**config.mk**
```make
export PLATFORM = sky130hd
export DESIGN_NAME = lcm_ci
export DESIGN_NICKNAME = d
export VERILOG_FILES = /design/src/rtl/lcm_pkg.sv /design/src/rtl/seq_divider.sv /design/src/rtl/lcm_ci.sv
export SDC_FILE = /design/constraint.sdc
export NUM_CORES = 1
export LEC_CHECK = 0
export BUFFER_PORTS_ARGS = -buffer_cell sky130_fd_sc_hd__buf_4
export CAP_MARGIN = 0
export CORE_MARGIN = 2
export CORE_UTILIZATION = 53
export CTS_CLUSTER_SIZE = 10
export DETAILED_ROUTE_END_ITERATION = 12
export GPL_TIMING_DRIVEN = 0
export PLACE_DENSITY = 0.81
export SLEW_MARGIN = 20
export SYNTH_ARGS = -nofsm -noshare
export SYNTH_HDL_FRONTEND = slang
export SYNTH_SLANG_ARGS = --single-unit
export TNS_END_PERCENT = 5
```
**constraint.sdc**
```tcl
create_clock -name clk -period 5.6 [get_ports clk]
set_input_delay 0 -clock clk [delete_from_list [all_inputs] [get_ports clk]]
set_output_delay 0 -clock clk [all_outputs]
set_load 0.03 [all_outputs]
```
**src/rtl/lcm_pkg.sv**
```systemverilog
// Shared types and constants for the LCM custom instruction.
package lcm_pkg;

    typedef enum logic [2:0] {
        IDLE,
        GCD_REQ,
        GCD_WAIT,
        DIV,
        MUL,
        DONE
    } state_e;

    // One quotient/product bit per cycle, so the default width is also the DIV and MUL cycle count.
    localparam int ITER_CNT = 32;

    // Saturation pattern, sliced to W; wide enough for any W up to 64.
    localparam logic [63:0] SAT_ONES = '1;

endpackage

```
**src/rtl/seq_divider.sv**
```systemverilog
// Restoring divider: W cycles after start, one quotient bit per enabled cycle.
// done marks the cycle of the final step; quotient is complete from the next cycle on.
module seq_divider
    import lcm_pkg::*;
#(
    parameter int W = ITER_CNT
) (
    input  logic         clk,
    input  logic         reset_n,
    input  logic         clk_en,
    input  logic         start,
    input  logic [W-1:0] dividend,
    input  logic [W-1:0] divisor,
    output logic         done,
    output logic [W-1:0] quotient
);

    localparam int CNT_W = (W > 1) ? $clog2(W) : 1;

    logic             busy_q, busy_d;
    logic [CNT_W-1:0] cnt_q, cnt_d;
    logic [W-1:0]     rem_q, rem_d;
    logic [W-1:0]     quo_q, quo_d;
    logic [W-1:0]     dsr_q, dsr_d;

    logic [W:0]       rem_sh;
    logic             ge;

    assign rem_sh   = {rem_q, quo_q[W-1]};
    assign ge       = (rem_sh >= {1'b0, dsr_q});
    assign done     = busy_q && (cnt_q == '0);
    assign quotient = quo_q;

    always_comb begin
        busy_d = busy_q;
        cnt_d  = cnt_q;
        rem_d  = rem_q;
        quo_d  = quo_q;
        dsr_d  = dsr_q;
        if (start) begin
            busy_d = 1'b1;
            cnt_d  = CNT_W'(W - 1);
            rem_d  = '0;
            quo_d  = dividend;
            dsr_d  = divisor;
        end else if (busy_q) begin
            // The remainder is always below the divisor, so it fits back into W bits.
            rem_d = W'(ge ? (rem_sh - {1'b0, dsr_q}) : rem_sh);
            quo_d = {quo_q[W-2:0], ge};
            if (cnt_q == '0) begin
                busy_d = 1'b0;
            end else begin
                cnt_d = cnt_q - 1'b1;
            end
        end
    end

    always_ff @(posedge clk) begin
        if (!reset_n) begin
            busy_q <= 1'b0;
            cnt_q  <= '0;
            rem_q  <= '0;
            quo_q  <= '0;
            dsr_q  <= '0;
        end else if (clk_en) begin
            busy_q <= busy_d;
            cnt_q  <= cnt_d;
            rem_q  <= rem_d;
            quo_q  <= quo_d;
            dsr_q  <= dsr_d;
        end
    end

endmodule

```
**src/rtl/lcm_ci.sv**
```systemverilog
// LCM custom instruction: lcm(a,b) = (a / gcd) * b, gcd supplied by an external engine.
//   state    | meaning
//   IDLE     | waiting for start
//   GCD_REQ  | gcd_start pulse to the engine
//   GCD_WAIT | waiting for gcd_done (optional timeout)
//   DIV      | q = a / g, W cycles in seq_divider
//   MUL      | p = q * b, W shift-add cycles
//   DONE     | done pulse, result and ovf presented
module lcm_ci
    import lcm_pkg::*;
#(
    parameter int W           = ITER_CNT,
    parameter int GCD_TIMEOUT = 0
) (
    input  logic         clk,
    input  logic         reset_n,
    input  logic         clk_en,
    input  logic         start,
    input  logic [W-1:0] dataa,
    input  logic [W-1:0] datab,
    output logic         done,
    output logic [W-1:0] result,
    output logic         ovf,
    output logic         gcd_start,
    output logic [W-1:0] gcd_dataa,
    output logic [W-1:0] gcd_datab,
    input  logic         gcd_done,
    input  logic [W-1:0] gcd_result
);

    localparam int CNT_W = (W > 1) ? $clog2(W) : 1;
    localparam int TMO_W = 32;

    state_e           state_q, state_d;
    logic [W-1:0]     a_q, a_d;
    logic [W-1:0]     b_q, b_d;
    logic [2*W-1:0]   acc_q, acc_d;
    logic [CNT_W-1:0] mul_cnt_q, mul_cnt_d;
    logic [TMO_W-1:0] tmo_q, tmo_d;
    logic             done_q, done_d;
    logic             gcd_start_q, gcd_start_d;
    logic [W-1:0]     result_q, result_d;
    logic             ovf_q, ovf_d;

    logic             div_start;
    logic             div_done;
    logic [W-1:0]     div_quo;
    logic [2*W-1:0]   acc_nxt;

    seq_divider #(.W(W)) u_div (
        .clk      (clk),
        .reset_n  (reset_n),
        .clk_en   (clk_en),
        .start    (div_start),
        .dividend (a_q),
        .divisor  (gcd_result),
        .done     (div_done),
        .quotient (div_quo)
    );

    // MSB-first shift-add: quotient stays stable in the divider for the whole MUL phase.
    assign acc_nxt = (acc_q << 1) + (div_quo[mul_cnt_q] ? {{W{1'b0}}, b_q} : '0);

    always_comb begin
        state_d     = state_q;
        a_d         = a_q;
        b_d         = b_q;
        acc_d       = acc_q;
        mul_cnt_d   = mul_cnt_q;
        tmo_d       = tmo_q;
        done_d      = 1'b0;
        gcd_start_d = 1'b0;
        result_d    = result_q;
        ovf_d       = ovf_q;
        div_start   = 1'b0;
        if (start) begin
            a_d   = dataa;
            b_d   = datab;
            ovf_d = 1'b0;
            if ((dataa == '0) || (datab == '0)) begin
                state_d  = DONE;
                done_d   = 1'b1;
                result_d = '0;
            end else begin
                state_d     = GCD_REQ;
                gcd_start_d = 1'b1;
            end
        end else begin
            case (state_q)
                IDLE: ;
                GCD_REQ: begin
                    state_d = GCD_WAIT;
                    tmo_d   = TMO_W'(GCD_TIMEOUT - 1);
                end
                GCD_WAIT: begin
                    if (gcd_done) begin
                        div_start = 1'b1;
                        state_d   = DIV;
                    end else if ((GCD_TIMEOUT != 0) && (tmo_q == '0)) begin
                        state_d  = DONE;
                        done_d   = 1'b1;
                        result_d = '0;
                        ovf_d    = 1'b1;
                    end else begin
                        tmo_d = tmo_q - 1'b1;
                    end
                end
                DIV: begin
                    if (div_done) begin
                        state_d   = MUL;
                        acc_d     = '0;
                        mul_cnt_d = CNT_W'(W - 1);
                    end
                end
                MUL: begin
                    acc_d     = acc_nxt;
                    mul_cnt_d = mul_cnt_q - 1'b1;
                    if (mul_cnt_q == '0) begin
                        state_d = DONE;
                        done_d  = 1'b1;
                        if (acc_nxt[2*W-1:W] == '0) begin
                            result_d = acc_nxt[W-1:0];
                            ovf_d    = 1'b0;
                        end else begin
                            result_d = SAT_ONES[W-1:0];
                            ovf_d    = 1'b1;
                        end
                    end
                end
                DONE:    state_d = IDLE;
                default: state_d = IDLE;
            endcase
        end
    end

    always_ff @(posedge clk) begin
        if (!reset_n) begin
            state_q     <= IDLE;
            a_q         <= '0;
            b_q         <= '0;
            acc_q       <= '0;
            mul_cnt_q   <= '0;
            tmo_q       <= '0;
            done_q      <= 1'b0;
            gcd_start_q <= 1'b0;
            result_q    <= '0;
            ovf_q       <= 1'b0;
        end else if (clk_en) begin
            state_q     <= state_d;
            a_q         <= a_d;
            b_q         <= b_d;
            acc_q       <= acc_d;
            mul_cnt_q   <= mul_cnt_d;
            tmo_q       <= tmo_d;
            done_q      <= done_d;
            gcd_start_q <= gcd_start_d;
            result_q    <= result_d;
            ovf_q       <= ovf_d;
        end
    end

    assign done      = done_q;
    assign result    = result_q;
    assign ovf       = ovf_q;
    assign gcd_start = gcd_start_q;
    assign gcd_dataa = a_q;
    assign gcd_datab = b_q;

endmodule

```
==> flow_summary.toml <==
[timing]
max_slew_margin_pct = 43.0
fin_skew_ps = 14.4
count_of_final_hold_check_violations = 0
period_share_pct = 99.1
timing_worst_slew_pin_value_ps = 856
setup_repair_after_global_routing_missed_its_margin = "true"
final.setup.tns_ps = 0
final_critical_path_setup_slack_ps = 47.6
clock.fmax_mhz = 180
timing.final.crit_period_ps = 5550
setup_viol = 0
fin_hold_ws_ps = 67.4
timing.final.max_slew_violations = 0

[power_and_ir_drop]
pwr-share-comb_pct = 9.7
clock_power_share_pct = 45.7
p_sw_share_pct = 24.8
vdd.ir_drop.worst_v = 0.000184
power.density_nw_per_um2 = 226
p_sw_mw = 1.11
design_power_total_mw = 4.46
seq_power_share_pct = 44.7
leakage_power_nw = 7.47
power.internal_mw = 3.35

[route]
detail_route.wl_per_cell_um = 18.7
drtAntennaViolNets = 0
initialDrtViolationCount = 1449
detailedRoute.firstPassIterationCount = 6
drc = 0
vias = 16400
vias_per_cell = 5.96
drt-total-wl_um = 51500

[clock_tree]
cts_buffers = 34
clockRootBuffer = "clkbuf_16"
cts_htree_levels = 2
clk_latency_ps = 530
cts_tree = "built"
cts_max_path_buffers = 3
worst_setup_hold_path_clk_slew_ps = 60
numClockSinks = 272

[die]
floorplan.rows = 62
die_footprint_um2 = 30200
fp.coreArea_um2 = 28500
ios = 200
start_util_pct = 53.5
die_height_um = 174
die_width_um = 174

[hold_path]
end_point_of_the_most_critical_hold_path = "state_q[0]"
worstHoldStart = "gcd_done"
holdCritPathClass = "in2reg"
holdPathStages = 4

[synth]
synth.area.top_cells = "dfxtp_1 36%, nand2_1 9.8%, a21oi_1 7.8%"
post_synth_inst_count = 2001
synth_largest_area_cell = "dfxtp_1"
synth_top_cell_area_share_pct = 35.6
async_set_reset_flop_share_out_of_synthesis_pct = 0
post_synth_instance_area_um2 = 15300
syn_nets = 2171
synth.avg_cell_area_um2 = 7.64
synth_ff_type = "dfxtp_1"
synth_commonest_cells = "399 x nand2_1, 272 x dfxtp_1, 237 x a21oi_1"
yosysSeqAreaShare_pct = 35.6
synth.most_common_cell = "nand2_1"
synth-edff-count = 0
postSynthRegisterBits = 272
synth_cell_types = 72
ys_warn_count = 0

[setup_path]
cp.required_ps = 5980
crit_path_launch_type = "flop"
worst_reg_to_reg_cells = 22
critical_path.endpoint_type = "flop"
worstPathMaxFanout = 10
timing_worst_setup_path_type = "reg2reg"
rr_endpoint = "result[16]"
timing.reg2reg.setup_slack_ps = 50
regToRegStartpoint = "mul_cnt_q[0]"
crit_path_start = "mul_cnt_q[0]"
critPathArrivalTime_ps = 5940

[global_route]
largest_net_degree_at_the_start_of_global_routing = 11
grt_first_pass_wirelength_um = 80800
grt_antenna_before_repair = 1
grt_usage_pct = 32.8
overflow = 0
vias_in_the_first_global_route = 15500

[placement]
place.detailed.hpwl_um = 36400
port_buffer_cells = 199
globalplace.congestion = 0.956
pre_cts_ws_ps = -1260

[finish]
fillerInstances = 2332
post_route_cells_drive_above_1_share_pct = 13.8
area_delta_synth_final_pct = 29.0
final_net_count = 2524
multi_input_area_um2 = 9320
utilization_pct = 69.1
seqCellArea_um2 = 5450

[run_status]
result_of_the_run = "finished, final reports clean"

[flow_run]
maxCapViolCount = 0
-- logic make-up after synthesis --
family                     Yosys count  synth area share [%]
AOI/OAI and AO/OA                  542                  22.2
xor gates and xnor gates           100                  5.73
adders and majority gates           69                  5.75
buffers and inverters              189                  4.86
DFF                                272                  35.6
muxes                               32                  2.91
and+or+nand+nor                    797                  22.9
-- final cells by class --
| class | instances | area share [%] |
|---|---|---|
| Tap cell | 384 | 2.44 |
| Multi-Input combinational cell | 1540 | 47.3 |
| Antenna cell | 1 | 0.0127 |
| Inverter | 59 | 1.12 |
| Clock buffer | 45 | 4.68 |
| Clock inverter | 4 | 0.324 |
| Buffer | 130 | 2.98 |
| Sequential cell | 272 | 27.6 |
| Timing Repair Buffer | 317 | 13.5 |
-- metal layers --
layer  vias up  part of all wire (%)  GRT usage (%)
met5         -                     0              0
met4         0                   4.0           13.9
met3       142                   8.2           5.00
met2       791                    46           53.5
met1      7745                    42           43.2
li1       7733                     -              -
-- worst max-delay path, stage by stage (launching register included) --
cell      delay (ps)
dfxtp_4          370
buf_8            140
mux4_2           530
mux4_2           520
mux2i_4          180
buf_12           150
buf_4            110
nand2b_1         150
inv_1             60
ha_1             300
a211oi_1          80
o21a_1           250
a21boi_2         240
a31o_4           250
a41oi_4          200
or4_1            510
a221o_1          350
nor4_2           250
nand4_1          170
nor3_4           180
buf_12           160
buf_6            150
a311oi_1         100
-- per-stage QoR --
| stage | cells | cell area [µm²] |
|---|---|---|
| floorplan | 2001 | 15300 |
| global placement | 2584 | 17300 |
| detailed placement | 2584 | 17300 |
| CTS | 2746 | 19600 |
| global route | 2752 | 19700 |
| finish | 2752 | 19700 |
-- state kept, by name, summed over array words and instances, names as in the netlist, 5 cells and up --
signal          count
acc_q              63
gcd_dataa          32
gcd_datab          32
result             32
u_div.dsr_q        32
u_div.quotient     32
u_div.rem_q        32
mul_cnt_q           5
u_div.cnt_q         5
-- placed cells by master, fill, tap and decap left out, drive strengths merged, types with 21 or more instances in the layout --
cell and n:
xnor2 52, nand3 37, nor2b 40, mux2i 22, nor2 188, nand2 400
o21ai 80, ha 67, dfxtp 272, nor3 21, a21o 23, inv 61
a31oi 29, dlygate4sd3 99, xor2 48, clkbuf 158, a21oi 237, nor4 30
buf 235, a311oi 59
-- how the worst max path moves through the flow --
stage | endpoint | slack (ps) | cells past startpoint
floorplan | result[22] | 220 | 20
global placement | result[23] | -1250 | 19
detailed placement | result[25] | -1260 | 19
CTS | result[25] | 1 | 22
global route | result[23] | -90 | 22
finish | result[16] | 50 | 22
-- what timing repair did --
item,CTS,global route
gates resized for setup,51,21
cloned,2,0
pin swaps,13,10
buffers inserted,12,5
endpoints found under the hold margin,103,0
hold buffers,99,0
setup endpoints to repair,44,33
-- power by group through the flow --
| stage | logic, mW | clock network [mW] | registers, mW |
|---|---|---|---|
| floorplan | 0.162 | 0 | 2.07 |
| global placement | 0.353 | 0 | 2.03 |
| detailed placement | 0.359 | 0 | 2.03 |
| CTS | 0.418 | 2.04 | 1.99 |
| global route | 0.460 | 2.12 | 1.99 |
| finish | 0.432 | 2.03 | 1.99 |
Power figures use the tool's default switching activity.
